[src/rtl/cordic_atan.sv]
// rtl/cordic_atan.sv - iterative vectoring CORDIC: first-quadrant (x, y) to quarter-phase, one micro-rotation per clock
// Optional magnitude output o_mag enabled by defining CORDIC_ATAN_MAG_EN.
module cordic_atan #(
    parameter int ITERS = 19
) (
    input  logic        i_clk,
    input  logic        i_rst,
    input  logic [15:0] i_x,
    input  logic [15:0] i_y,
    input  logic        i_valid,
    output logic        o_ready,
    output logic [15:0] o_qph,
    output logic        o_valid,
`ifdef CORDIC_ATAN_MAG_EN
    output logic [16:0] o_mag,
`endif
    input  logic        i_ready
);

    typedef enum logic [1:0] {S_IDLE, S_ITER, S_DONE} state_t;

    localparam logic [4:0] LAST    = 5'(ITERS - 1);
    localparam logic [1:0] SP_NONE = 2'd0;
    localparam logic [1:0] SP_ZERO = 2'd1;
    localparam logic [1:0] SP_FULL = 2'd2;

    state_t             state_q, state_d;
    logic [4:0]         cnt_q, cnt_d;
    logic signed [20:0] x_q, x_d, y_q, y_d;
    // One headroom bit above the 24-bit phase so overshoot past 90 deg cannot wrap.
    logic signed [24:0] p_q, p_d;
    logic [1:0]         spec_q, spec_d;
    logic [15:0]        qph_q, qph_d;
`ifdef CORDIC_ATAN_MAG_EN
    logic [16:0]        mag_q, mag_d;
`endif

    logic               accept;
    logic [4:0]         shamt;
    logic signed [20:0] x_sh, y_sh, x_in, y_in;
    logic signed [24:0] angle;

    // atan(2^-(i+1)) scaled so that 2^23 = 90 deg
    function automatic logic [22:0] atan_tab(input logic [4:0] idx);
        case (idx)
            5'd0:    atan_tab = 23'd2476042;
            5'd1:    atan_tab = 23'd1308273;
            5'd2:    atan_tab = 23'd664100;
            5'd3:    atan_tab = 23'd333339;
            5'd4:    atan_tab = 23'd166832;
            5'd5:    atan_tab = 23'd83436;
            5'd6:    atan_tab = 23'd41721;
            5'd7:    atan_tab = 23'd20861;
            5'd8:    atan_tab = 23'd10430;
            5'd9:    atan_tab = 23'd5215;
            5'd10:   atan_tab = 23'd2608;
            5'd11:   atan_tab = 23'd1304;
            5'd12:   atan_tab = 23'd652;
            5'd13:   atan_tab = 23'd326;
            5'd14:   atan_tab = 23'd163;
            5'd15:   atan_tab = 23'd81;
            5'd16:   atan_tab = 23'd41;
            5'd17:   atan_tab = 23'd20;
            5'd18:   atan_tab = 23'd10;
            default: atan_tab = 23'd0;
        endcase
    endfunction

    always_ff @(posedge i_clk or posedge i_rst) begin
        if (i_rst) begin
            state_q <= S_IDLE;
        end else begin
            state_q <= state_d;
        end
    end

    always_comb begin
        state_d = state_q;
        unique case (state_q)
            S_IDLE:  if (accept) state_d = S_ITER;
            S_ITER:  if (cnt_q == LAST) state_d = S_DONE;
            S_DONE:  if (i_ready) state_d = i_valid ? S_ITER : S_IDLE;
            default: state_d = S_IDLE;
        endcase
    end

    // Ready in DONE follows i_ready so a consumed result and a new accept share one edge.
    always_comb begin
        o_valid = (state_q == S_DONE);
        o_ready = (state_q == S_IDLE) || ((state_q == S_DONE) && i_ready);
        accept  = i_valid && o_ready;
    end

    always_comb begin
        shamt = cnt_q + 5'd1;
        x_sh  = x_q >>> shamt;
        y_sh  = y_q >>> shamt;
        angle = {2'b00, atan_tab(cnt_q)};
        x_in  = {3'b000, i_x, 2'b00};
        y_in  = {3'b000, i_y, 2'b00};
    end

    always_comb begin
        x_d    = x_q;
        y_d    = y_q;
        p_d    = p_q;
        cnt_d  = cnt_q;
        spec_d = spec_q;
        qph_d  = qph_q;
`ifdef CORDIC_ATAN_MAG_EN
        mag_d  = mag_q;
`endif
        if (accept) begin
            x_d   = x_in + y_in;
            y_d   = y_in - x_in;
            p_d   = 25'sh0400000;
            cnt_d = 5'd0;
            if (i_x == 16'd0 && i_y == 16'd0) spec_d = SP_ZERO;
            else if (i_x == 16'd0)            spec_d = SP_FULL;
            else if (i_y == 16'd0)            spec_d = SP_ZERO;
            else                              spec_d = SP_NONE;
        end else if (state_q == S_ITER) begin
            cnt_d = cnt_q + 5'd1;
            if (!y_q[20]) begin
                x_d = x_q + y_sh;
                y_d = y_q - x_sh;
                p_d = p_q + angle;
            end else begin
                x_d = x_q - y_sh;
                y_d = y_q + x_sh;
                p_d = p_q - angle;
            end
            if (cnt_q == LAST) begin
                if (spec_q == SP_ZERO)            qph_d = 16'h0000;
                else if (spec_q == SP_FULL)       qph_d = 16'hFFFF;
                else if (p_d[24])                 qph_d = 16'h0000;
                else if (p_d >= 25'sh0800000)     qph_d = 16'hFFFF;
                else                              qph_d = p_d[22:7];
`ifdef CORDIC_ATAN_MAG_EN
                mag_d = 17'((36'(x_d[20:2]) * 36'h9B75) >> 16);
`endif
            end
        end
    end

    always_ff @(posedge i_clk or posedge i_rst) begin
        if (i_rst) begin
            x_q    <= '0;
            y_q    <= '0;
            p_q    <= '0;
            cnt_q  <= '0;
            spec_q <= SP_NONE;
            qph_q  <= '0;
`ifdef CORDIC_ATAN_MAG_EN
            mag_q  <= '0;
`endif
        end else begin
            x_q    <= x_d;
            y_q    <= y_d;
            p_q    <= p_d;
            cnt_q  <= cnt_d;
            spec_q <= spec_d;
            qph_q  <= qph_d;
`ifdef CORDIC_ATAN_MAG_EN
            mag_q  <= mag_d;
`endif
        end
    end

    assign o_qph = qph_q;
`ifdef CORDIC_ATAN_MAG_EN
    assign o_mag = mag_q;
`endif

endmodule

[config.mk]
export PLATFORM = sky130hd
export DESIGN_NAME = cordic_atan
export DESIGN_NICKNAME = d
export VERILOG_FILES = /design/src/rtl/cordic_atan.sv
export SDC_FILE = /design/constraint.sdc
export NUM_CORES = 1
export LEC_CHECK = 0
export BUFFER_PORTS_ARGS = -buffer_cell sky130_fd_sc_hd__buf_2
export CAP_MARGIN = 20
export CORE_UTILIZATION = 30
export DETAILED_ROUTE_END_ITERATION = 16
export GPL_TIMING_DRIVEN = 0
export SYNTH_ARGS = -nofsm -noshare
export SYNTH_HDL_FRONTEND = slang
export SYNTH_SLANG_ARGS = --single-unit
[constraint.sdc]
create_clock -name i_clk -period 7.47 [get_ports i_clk]
set_input_delay 0.747 -clock i_clk [delete_from_list [all_inputs] [get_ports i_clk]]
set_output_delay 0.747 -clock i_clk [all_outputs]
set_load 0.1 [all_outputs]
* After elaboration in Yosys (flattened, before gate mapping)
Memories as Yosys holds them, arrays and structs flattened.
Cells that the tools add are included.
** Storage, ports and cells
- RAM bits :: 0
- Memories kept :: 1
- Output and inout port bits :: 18
- Latch bits :: 0
- Word-level logic and storage cells :: 64
- Register bits after elaboration :: 92
- Memory bits (read-only) :: 704
** Cells by class
- Divide/modulo/power cells :: 0
- Eq/ne operators :: 8
- Bitwise logic cells :: 1
- Reductions and logical operators :: 10
- $mul :: 0
- Order comparisons :: 1
- Shift operators :: 2
- Add/subtract/negate cells :: 9
- Muxes and demuxes :: 25
** Memories
- (name not given) :: words 32, bits a word 22, read ports 1, clocked after memory_dff 0, write ports 0, line 45 : case (idx)
** Operators by type and width (number)
- 2-to-1 mux 21 bit :: 6
- 2-to-1 mux 25 bit :: 5
- 2-to-1 mux 16 bit :: 4
- adder 21 bit :: 2
- >>> shifter 21 x 5 -> 21 bit :: 2
- subtractor 21 bit :: 2
- zero test 16 bit :: 2
- adder 25 x 24 -> 25 bit :: 1
- >= comparator 25 bit, second input constant :: 1
- subtractor 25 x 24 -> 25 bit :: 1
- adder 18 x 18 -> 19 bit :: 1
- subtractor 18 x 18 -> 19 bit :: 1
- 2-to-1 mux 2 bit :: 5
- 2-to-1 mux 5 bit :: 2
- one-hot mux 2 bit (3 select lines) :: 1
- AND reduction 3 bit :: 2
- adder 5 x 1 -> 5 bit, second input constant :: 1
- == test 5 bit, second input constant :: 1
- == test 2 x 1 -> 1 bit, second input constant :: 2
- == test 2 bit, second input constant :: 2
- != test 2 x 1 -> 1 bit, second input constant :: 2
- logical AND 1 bit :: 3
- zero test 2 bit :: 1
- 2-to-1 mux 1 bit :: 2
- other kinds (4) :: 4

* Logic depth before layout (Yosys ltp)
Gate-level depths: netlist of run 1.
- Word-level depth :: 10
- Gate-level depth with buffers :: 30

* Least setup slack after synthesis of run 1
OpenSTA, ideal clock, no wires.
- Kind :: reg2reg
- From :: register cnt_q[0]
- To :: register y_q[20]
- Clock period less this slack :: 6.328 ns
- Setup slack :: 1.142 ns
- Cell stages (with the launch flop) :: 27
- Data arrival time :: 6.195 ns
- Path through :: dfrtp_1 -> buf_4 -> clkinv_1 -> buf_2 -> clkbuf_1 -> ha_1 -> buf_6 -> buf_6 -> buf_6 -> mux4_2 -> a21oi_2 -> nor3_1 -> a211oi_2 -> ha_1 -> or3b_2 -> nor3_2 -> a21oi_1 -> xor2_1 -> ha_1 -> and3_1 -> a221oi_1 -> nand2_1 -> a41o_1 -> o41ai_1 -> o21ai_0 -> xnor2_1 -> a21oi_1
** On the way
- Cells in the longest elaborated chain, start to end :: 6
- Elaborated cells between the ends (all ways) :: 7
- Those cells by class :: add/sub: 3; shift: 1; mux: 3
** Ends and longest elaborated chain
- start: declaration :: line 28 : logic [4:0] cnt_q, cnt_d;
- start signal: assignment :: line 161 : cnt_q <= cnt_d;
- adder 5 x 1 -> 5 bit * :: line 95 : shamt = cnt_q + 5'd1;
- >>> shifter 21 x 5 -> 21 bit * :: line 96 : x_sh = x_q >>> shamt;
- subtractor 21 bit / adder 21 bit (equally long branches) :: line 126, 130
- 2-to-1 mux 21 bit * :: line 124 : if (!y_q[20]) begin
- 2-to-1 mux 21 bit * :: line 122 : end else if (state_q == S_ITER) begin
- 2-to-1 mux 21 bit * :: line 113 : if (accept) begin
- end signal: assignment :: line 159 : y_q <= y_d;
- end: declaration :: line 29 : logic signed [20:0] x_q, x_d, y_q, y_d;
Every way passes the cells marked *; elsewhere a longest branch is shown, timed or not. The select of a mux whose other input is x is not followed.
A chain may end at the register's enable or synchronous reset.

* Worst setup path in the final report of run 1
Same ends and word-level chain as after synthesis.

==> results of run 1 <==
==> registers in the layout (all words and copies together) (netlist names) <==
name,flops
p_q,25
x_q,21
y_q,21
o_qph,16
cnt_q,5
spec_q,2
state_q,2
==> synthesized netlist by cell type, drive strengths merged, types with 10 or more instances <==
library cell / instances / area share [%]
xnor2: 74 / 5.3
or2: 13 / 0.65
nor2: 136 / 4.1
ha: 106 / 11
dfrtp: 92 / 18
o21ai: 105 / 4.2
nor2b: 27 / 1.3
a21oi: 151 / 6.1
a22o: 19 / 1.3
mux2: 19 / 1.8
o31ai: 16 / 1.0
nand2: 119 / 3.6
and3: 20 / 0.99
clkbuf: 58 / 1.7
inv: 67 / 2.0
mux2i: 41 / 3.3
nor3: 34 / 1.5
a2111oi: 10 / 0.79
buf: 36 / 2.0
a211oi: 24 / 1.5
mux4: 31 / 5.6
o22ai: 21 / 1.0
a21o: 22 / 1.3
and2: 14 / 0.69
o21a: 19 / 1.1
a221oi: 11 / 0.86
a31oi: 17 / 0.89
nor4: 10 / 0.55
xor2: 45 / 3.2
nand3: 47 / 1.9
nand2b: 23 / 1.1
==> per-layer routing <==
layer | vias up | global-route usage [%] | wire length [um]
met5 | - | 0 | 0
met1 | 6161 | 29.71 | 21040
met3 | 101 | 3.203 | 3005
met4 | 0 | 11.81 | 2383
met2 | 477 | 34.81 | 20900
li1 | 5917 | - | -
==> through the flow <==
stage	setup TNS (ns)	hold slack [ns]	area, um^2
finish	0	0.4034	14080
floorplan	0	0.4498	12600
detailed placement	-23.43	0.4796	13560
CTS	0	0.4132	13940
global placement	-22.75	0.4702	13530
global route	0	0.4384	14080
==> final cells by class <==
class,instances,share of cell area (%)
tap,532,4.727
sequential,92,16.35
clock buffer,11,1.724
multi-input combinational,1309,69.01
buffer,93,3.350
timing repair buffer,63,2.559
inverter,69,1.884
clock inverter,4,0.3998
==> logic make-up (layout without fill, tap and decap cells) <==
kind of cell | count (synthesis) | in the layout | share of synthesized area, %
AOI/OAI and AO/OA | 513 | 513 | 26.90
and+or+nand+nor | 474 | 474 | 18.58
xor gates and xnor gates | 119 | 119 | 8.509
adders and majority gates | 112 | 112 | 11.40
muxes | 91 | 91 | 10.61
buffers and inverters | 163 | 240 | 5.739
DFF | 92 | 92 | 18.27
==> worst max path at each step <==
stage               cells past startpoint  slack [ns]                   end            startpoint
floorplan                              26        1.14   y_q[20]$_DFFE_PP0P_  cnt_q[0]$_DFFE_PP0P_
global placement                       25       -1.15  o_qph[2]$_DFFE_PP0P_  cnt_q[0]$_DFFE_PP0P_
detailed placement                     24       -1.20  o_qph[2]$_DFFE_PP0P_  cnt_q[0]$_DFFE_PP0P_
CTS                                    28       0.006   y_q[19]$_DFFE_PP0P_  cnt_q[0]$_DFFE_PP0P_
global route                           27        0.07   y_q[20]$_DFFE_PP0P_  cnt_q[0]$_DFFE_PP0P_
finish                                 29        0.40   y_q[20]$_DFFE_PP0P_  cnt_q[0]$_DFFE_PP0P_
==> cells in the final DEF, fill, tap and decap left out, types with 15 or more instances in the layout <==
cell type | Yosys | final
nand3_1 | 46 | 46
mux4_2 | 29 | 29
nor2_1 | 135 | 135
buf_2 | 14 | 66
dfrtp_1 | 92 | 92
mux2i_1 | 41 | 40
o21a_1 | 19 | 19
nand2_1 | 117 | 117
o21ai_0 | 100 | 98
o22ai_1 | 21 | 21
xor2_1 | 43 | 42
ha_1 | 106 | 105
a21oi_1 | 149 | 146
nor2b_1 | 27 | 27
clkbuf_1 | 58 | 56
nor3_1 | 32 | 32
a22o_1 | 19 | 19
a31oi_1 | 16 | 15
a211oi_1 | 22 | 22
inv_1 | 67 | 66
a21o_1 | 22 | 22
nand2b_1 | 23 | 23
and3_1 | 20 | 20
xnor2_1 | 72 | 72
==> what timing repair did <==
item | in CTS | in global routing
setup endpoints to repair | 39 | 30
hold buffers | 0 | 0
gates resized for setup | 16 | 19
pin swaps | 1 | 4
setup buffers | 1 | 8
==> results.md, run 1 <==
- Global-route wire length before repair: 72,230 um
- Fin crit period: 7.075 ns
- Final setup violating endpoints: 0
- Root Buffer: clkbuf_16
- Critical path startpoint category: flop
- Ys async rst share: 100.0%
- Finished Layout Cells: 2,173
- Vias per Instance: 5.824
- CP Data Required Time: 7.69 ns
- Sequential cell area: 2302 um^2
- Crit-path max FO: 13
- Maximum clock rate: 0.1413 GHz
- Status: completed
- #FFs+latches synth: 92
- Synthesized Nets: 1,711
- Reg2reg start: cnt_q[0]$_DFFE_PP0P_
- Die area: 42,830 um^2
- Fin. max-slew vios: 0
- Footprint of the multi-input gates: 9718 um^2
- Routability Congestion: 0.9794
- Synth Area per Inst: 8.058 um^2
- DRT iter0 DRCs: 1,165
- CTS tree: done
- NumNets Final: 1,784
- Worst r2r path cells: 29
- Crit path setup slack, layout: 0.3953 ns
- Layout cells sized above 1: 13.04%
- Rows: 74
- Number of synthesized flops with an enable pin: 0
- Initial antenna violation count: 0
- Clock transition at the registers of the reported paths: 0.08 ns
- Worst-Skew Late Latency: 0.37 ns
- Via count: 12,660
- CP max stage delay: 0.55 ns
- Diodes inserted: 0
- Number of global-route vias before repair: 12,150
- Die height: 207.0 um
- Worst hold path class: in -> async
- First-pass iteration count of the detailed router: 8
- Initial core utilization: 30.65%
- ANT nets after route: 0
- YS warnings: 0
- Sinks on Clock Net: 92
- Clock Skews: 0.01551 ns
- Largest net degree at the start of global routing: 60
- Yosys cell types: 98
- Port buffer count: 53
- Setup slack, reg-to-reg: 0.40 ns
- R2R Path End: y_q[20]$_DFFE_PP0P_
- Tightest Pin Transition: 0.9185 ns
- GRT Overall Usage: 22.30%
- Period utilization: 94.71%
- Dpl ws: -1.196 ns
- IO Pins: 54
- Total CTS buffers: 9
- Netlist Area Pre-Place: 12,600 um^2
- Post-layout util: 34.26%
- # fillers: 4,400
- P&R area growth vs syn: 11.75%
- Worst path slowest cell: mux4_2
- WL final: 47,330 um
- Crit. End Element: flop
- Headroom to the max-slew limit: 38.77%
- Critical path's top delay family: buffers and inverters
- Htree depth: 3
- CP Buf/Inv Count: 8
- Chip Width: 207.0 um
- DRC violations left: 0
- Max cap viols: 0
- Gate Count Post-Synth: 1,564
- Ys flop type: dfrtp_1
- Detailed Place HPWL: 37,470 um
- Placed cell count: 2,150
- RSZ-0062 raised after global routing: false
- Setup CP Type: reg -> reg
- Post-DR wirelength/cell: 21.78 um
- Gr ovfl total: 0
- Worst Path Arrival: 7.29 ns
- Register area share after synthesis: 18.27%
- Clock tree buffer depth: 2
- Hold Fails Final Rpt: 0
- Core area: 41,110 um^2
Power of run 1 is not shown: default switching activity piles up to over one toggle a cycle in this logic, so the estimate is an artifact.
==> run 2: changes to the inputs <==
--- a/config.mk
+++ b/config.mk
@@ -5,6 +5,7 @@
 export SDC_FILE = /design/constraint.sdc
 export NUM_CORES = 1
 export LEC_CHECK = 0
+export ABC_AREA = 1
 export BUFFER_PORTS_ARGS = -buffer_cell sky130_fd_sc_hd__buf_2
 export CAP_MARGIN = 20
 export CORE_UTILIZATION = 30
==> run 2 against run 1 <==
Net effect:
- the flow now finishes with violations (DRC)
- final cell count rose by 21%
- non-clock buffer count fell by 29
- worst setup slack improved by 0.95 ns
- register-to-register slack improved by 0.95 ns
- global-route usage rose by 0.50 points
- wire length rose by 2.0%
- maximum frequency rose by 16%
- critical endpoint is now y_q[16]$_DFFE_PP0P_
- highest routed layer unchanged
==> results.md, run 2 <==
- Most common cell in the netlist: nand2_1
- CP Buf/Inv Count: 6 (-2)
- Synth Area per Inst: 6.183 um^2 (-23%)
- Top flop regs: p_q (25), x_q (21), y_q (21)
- Critical path startpoint category: flop
- Initial antenna violation count: 0 (unchanged)
- Leading cell type in the layout, fill and taps excluded: nand2_1
- Initial core utilization: 30.50% (-0.16 points)
- Number of synthesized flops with an enable pin: 0 (unchanged)
- Footprint of the multi-input gates: 9070 um^2 (-6.7%)
- Worst Path Arrival: 6.43 ns (-0.86 ns)
- Gr ovfl total: 0 (unchanged)
- Clock transition at the registers of the reported paths: 0.08 ns (about the same)
- Worst-Skew Late Latency: 0.39 ns (+0.02 ns)
- ANT nets after route: 0 (unchanged)
- YS warnings: 0 (unchanged)
- Fin crit period: 6.123 ns (-0.9512 ns)
- Htree depth: 3 (unchanged)
- Top reg by flops: p_q
- Number of global-route vias before repair: 13,130 (+8.0%)
- Placed cell count: 2,609 (+21%)
- #FFs+latches synth: 92 (unchanged)
- Post-cts hold buffer count: 0 (unchanged)
- Maximum clock rate: 0.1633 GHz (+16%)
- Global-route wire length before repair: 74,280 um (+2.8%)
- Setup CP Type: reg -> reg
- RSZ-0062 raised after global routing: false
- Via count: 13,920 (+10%)
- Register area share after synthesis: 18.41% (+0.14 points)
- P&R area growth vs syn: 10.17%
- Worst path cell trace: inv_2 > clkbuf_1 > ha_1 > buf_2 > inv_2 > clkbuf_1 > o211ai_1 > nand2_1 > nand2_1 > nand2_1 > nor2_4 > ha_1 > o21ai_0 > fa_1 > o21ai_0 > inv_1 > o21ai_0 > a21oi_1 > o21ai_0 > nand2_1 > nand2_1 > xor2_1 > o21ai_0 > a21oi_1
- Ys async rst share: 100.0% (unchanged)
- Buffer count from post-CTS setup fixing: 0 (-1)
- Layout cells sized above 1: 7.262% (-5.8 points)
- Die height: 206.2 um (-0.37%)
- CP max stage delay: 0.55 ns (about the same)
- Period utilization: 81.97% (-13 points)
- Core area: 41,020 um^2 (-0.23%)
- Routability Congestion: 0.9463 (-3.4%)
- CTS tree: done
- Failing checks: DRC
- Largest register FFs: 25 (unchanged)
- WL final: 48,260 um (+2.0%)
- Finished Layout Cells: 2,625 (+21%)
- Post-CTS Resized: 0 (-16)
- DRT iter0 DRCs: 1,316 (+13%)
- Ys flop type: dfrtp_1
- Die area: 42,510 um^2 (-0.74%)
- Sinks on Clock Net: 92 (unchanged)
- Gate Count Post-Synth: 2,023 (+29%)
- Most frequent cells in the layout: 584 x nand2_1, 188 x inv_1, 163 x nand3_1, 160 x o21ai_0, 155 x a21oi_1
- Vias per Instance: 5.302 (-9.0%)
- GRT Overall Usage: 22.80% (+0.50 points)
- Fin. max-slew vios: 0 (unchanged)
- Max cap viols: 0 (unchanged)
- Detailed Place HPWL: 39,640 um (+5.8%)
- Netlist Area Pre-Place: 12,510 um^2 (-0.74%)
- Post-synth top area share: 18.41% (+0.14 points)
- Final setup violating endpoints: 0 (unchanged)
- Hold Fails Final Rpt: 0 (unchanged)
- Status: complete, but fails checks
- Clock Skews: 0.01636 ns (+0.0008541 ns)
- Critical path's top delay family: compound AO/OA/AOI/OAI gates
- # fillers: 4,573 (+3.9%)
- Crit-path max FO: 13 (unchanged)
- Chip Width: 206.2 um (-0.37%)
- IO Pins: 54 (unchanged)
- Largest net degree at the start of global routing: 51 (-15%)
- Tightest Pin Transition: 0.9749 ns (+0.05643 ns)
- First-pass iteration count of the detailed router: 12 (+4)
- Diodes inserted: 0 (unchanged)
- Synthesized Nets: 2,170 (+27%)
- Crit. End Element: flop
- Worst hold path class: in -> async
- Yosys cell types: 62 (-37%)
- Clock tree buffer depth: 2 (unchanged)
- Rows: 74 (unchanged)
- Leading post-synthesis cells by cell area: dfrtp_1 18%, nand2_1 18%, ha_1 11%
- Setup TNS: 0 ns (unchanged)
- Worst path slowest cell: clkbuf_1
- DRC violations left: 2 (+2)
- CP Data Required Time: 7.78 ns (+0.09 ns)
- Commonest cells in the netlist: 584 x nand2_1, 189 x inv_1, 163 x nand3_1
- Total CTS buffers: 9 (unchanged)
- Post-DR wirelength/cell: 18.38 um (-16%)
- Root Buffer: clkbuf_16
- Headroom to the max-slew limit: 35.01% (-3.8 points)
- Port buffer count: 53 (unchanged)
- Sequential cell area: 2302 um^2 (unchanged)
- Area leader, netlist: dfrtp_1
- NumNets Final: 2,235 (+25%)
-- run 2: area by class of cell --
class                   count  share of cell area (%)
inverters                 205                   5.647
flip-flops and latches     92                   16.71
repair buffers             54                   2.125
multi-input cells        1653                   65.82
clock buffers               9                   1.634
plain buffers              73                   2.615
clock inverters             7                  0.6265
well taps                 532                   4.830
-- run 2: cells by family after synthesis --
family	share of synthesized area, %
AO/OA/AOI/OAI	20.56
XOR/XNOR	6.022
adder cells (fa/ha/maj)	11.40
buffers and inverters	9.083
flip-flops	18.41
multiplexers	0.1601
AND/OR/NAND/NOR	34.37
-- run 2: worst paths after layout --
check | slack [ns] | end | start | depth (start not counted)
hold reg to reg | 0.48 | o_qph[3]$_DFFE_PP0P_ | o_qph[3]$_DFFE_PP0P_ | 2
hold / removal | 0.43 | o_qph[8]$_DFFE_PP0P_ | i_rst | 2
setup reg to reg | 1.35 | y_q[16]$_DFFE_PP0P_ | cnt_q[0]$_DFFE_PP0P_ | 24
setup / recovery | 1.35 | y_q[16]$_DFFE_PP0P_ | cnt_q[0]$_DFFE_PP0P_ | 24
min in group i_clk | 0.48 | o_qph[3]$_DFFE_PP0P_ | o_qph[3]$_DFFE_PP0P_ | 2
max in group asynchronous | 6.32 | x_q[8]$_DFFE_PP0P_ | i_rst | 3
-- run 2: routing by layer --
| layer | GRT usage (%) | vias to the layer above | share of wire, % |
|---|---|---|---|
| met5 | 0 | - | 0 |
| met4 | 7.353 | 0 | 3.0 |
| met3 | 2.917 | 84 | 6.2 |
| met2 | 38.64 | 476 | 47 |
| met1 | 29.74 | 6422 | 44 |
| li1 | - | 6937 | - |
-- run 2: through the flow --
step	util, %	hold WS [ns]	setup WS (ns)	area [um^2]
after floorplan	-	0.4594	3.053	12510
after global routing	33.60	0.4913	0.9109	13780
after CTS	33.60	0.4473	1.488	13780
after global placement	32.76	0.4619	1.567	13440
final	33.60	0.4315	1.347	13780
after detailed placement	32.84	0.4596	1.533	13470
Power of run 2 is left out for the same reason.
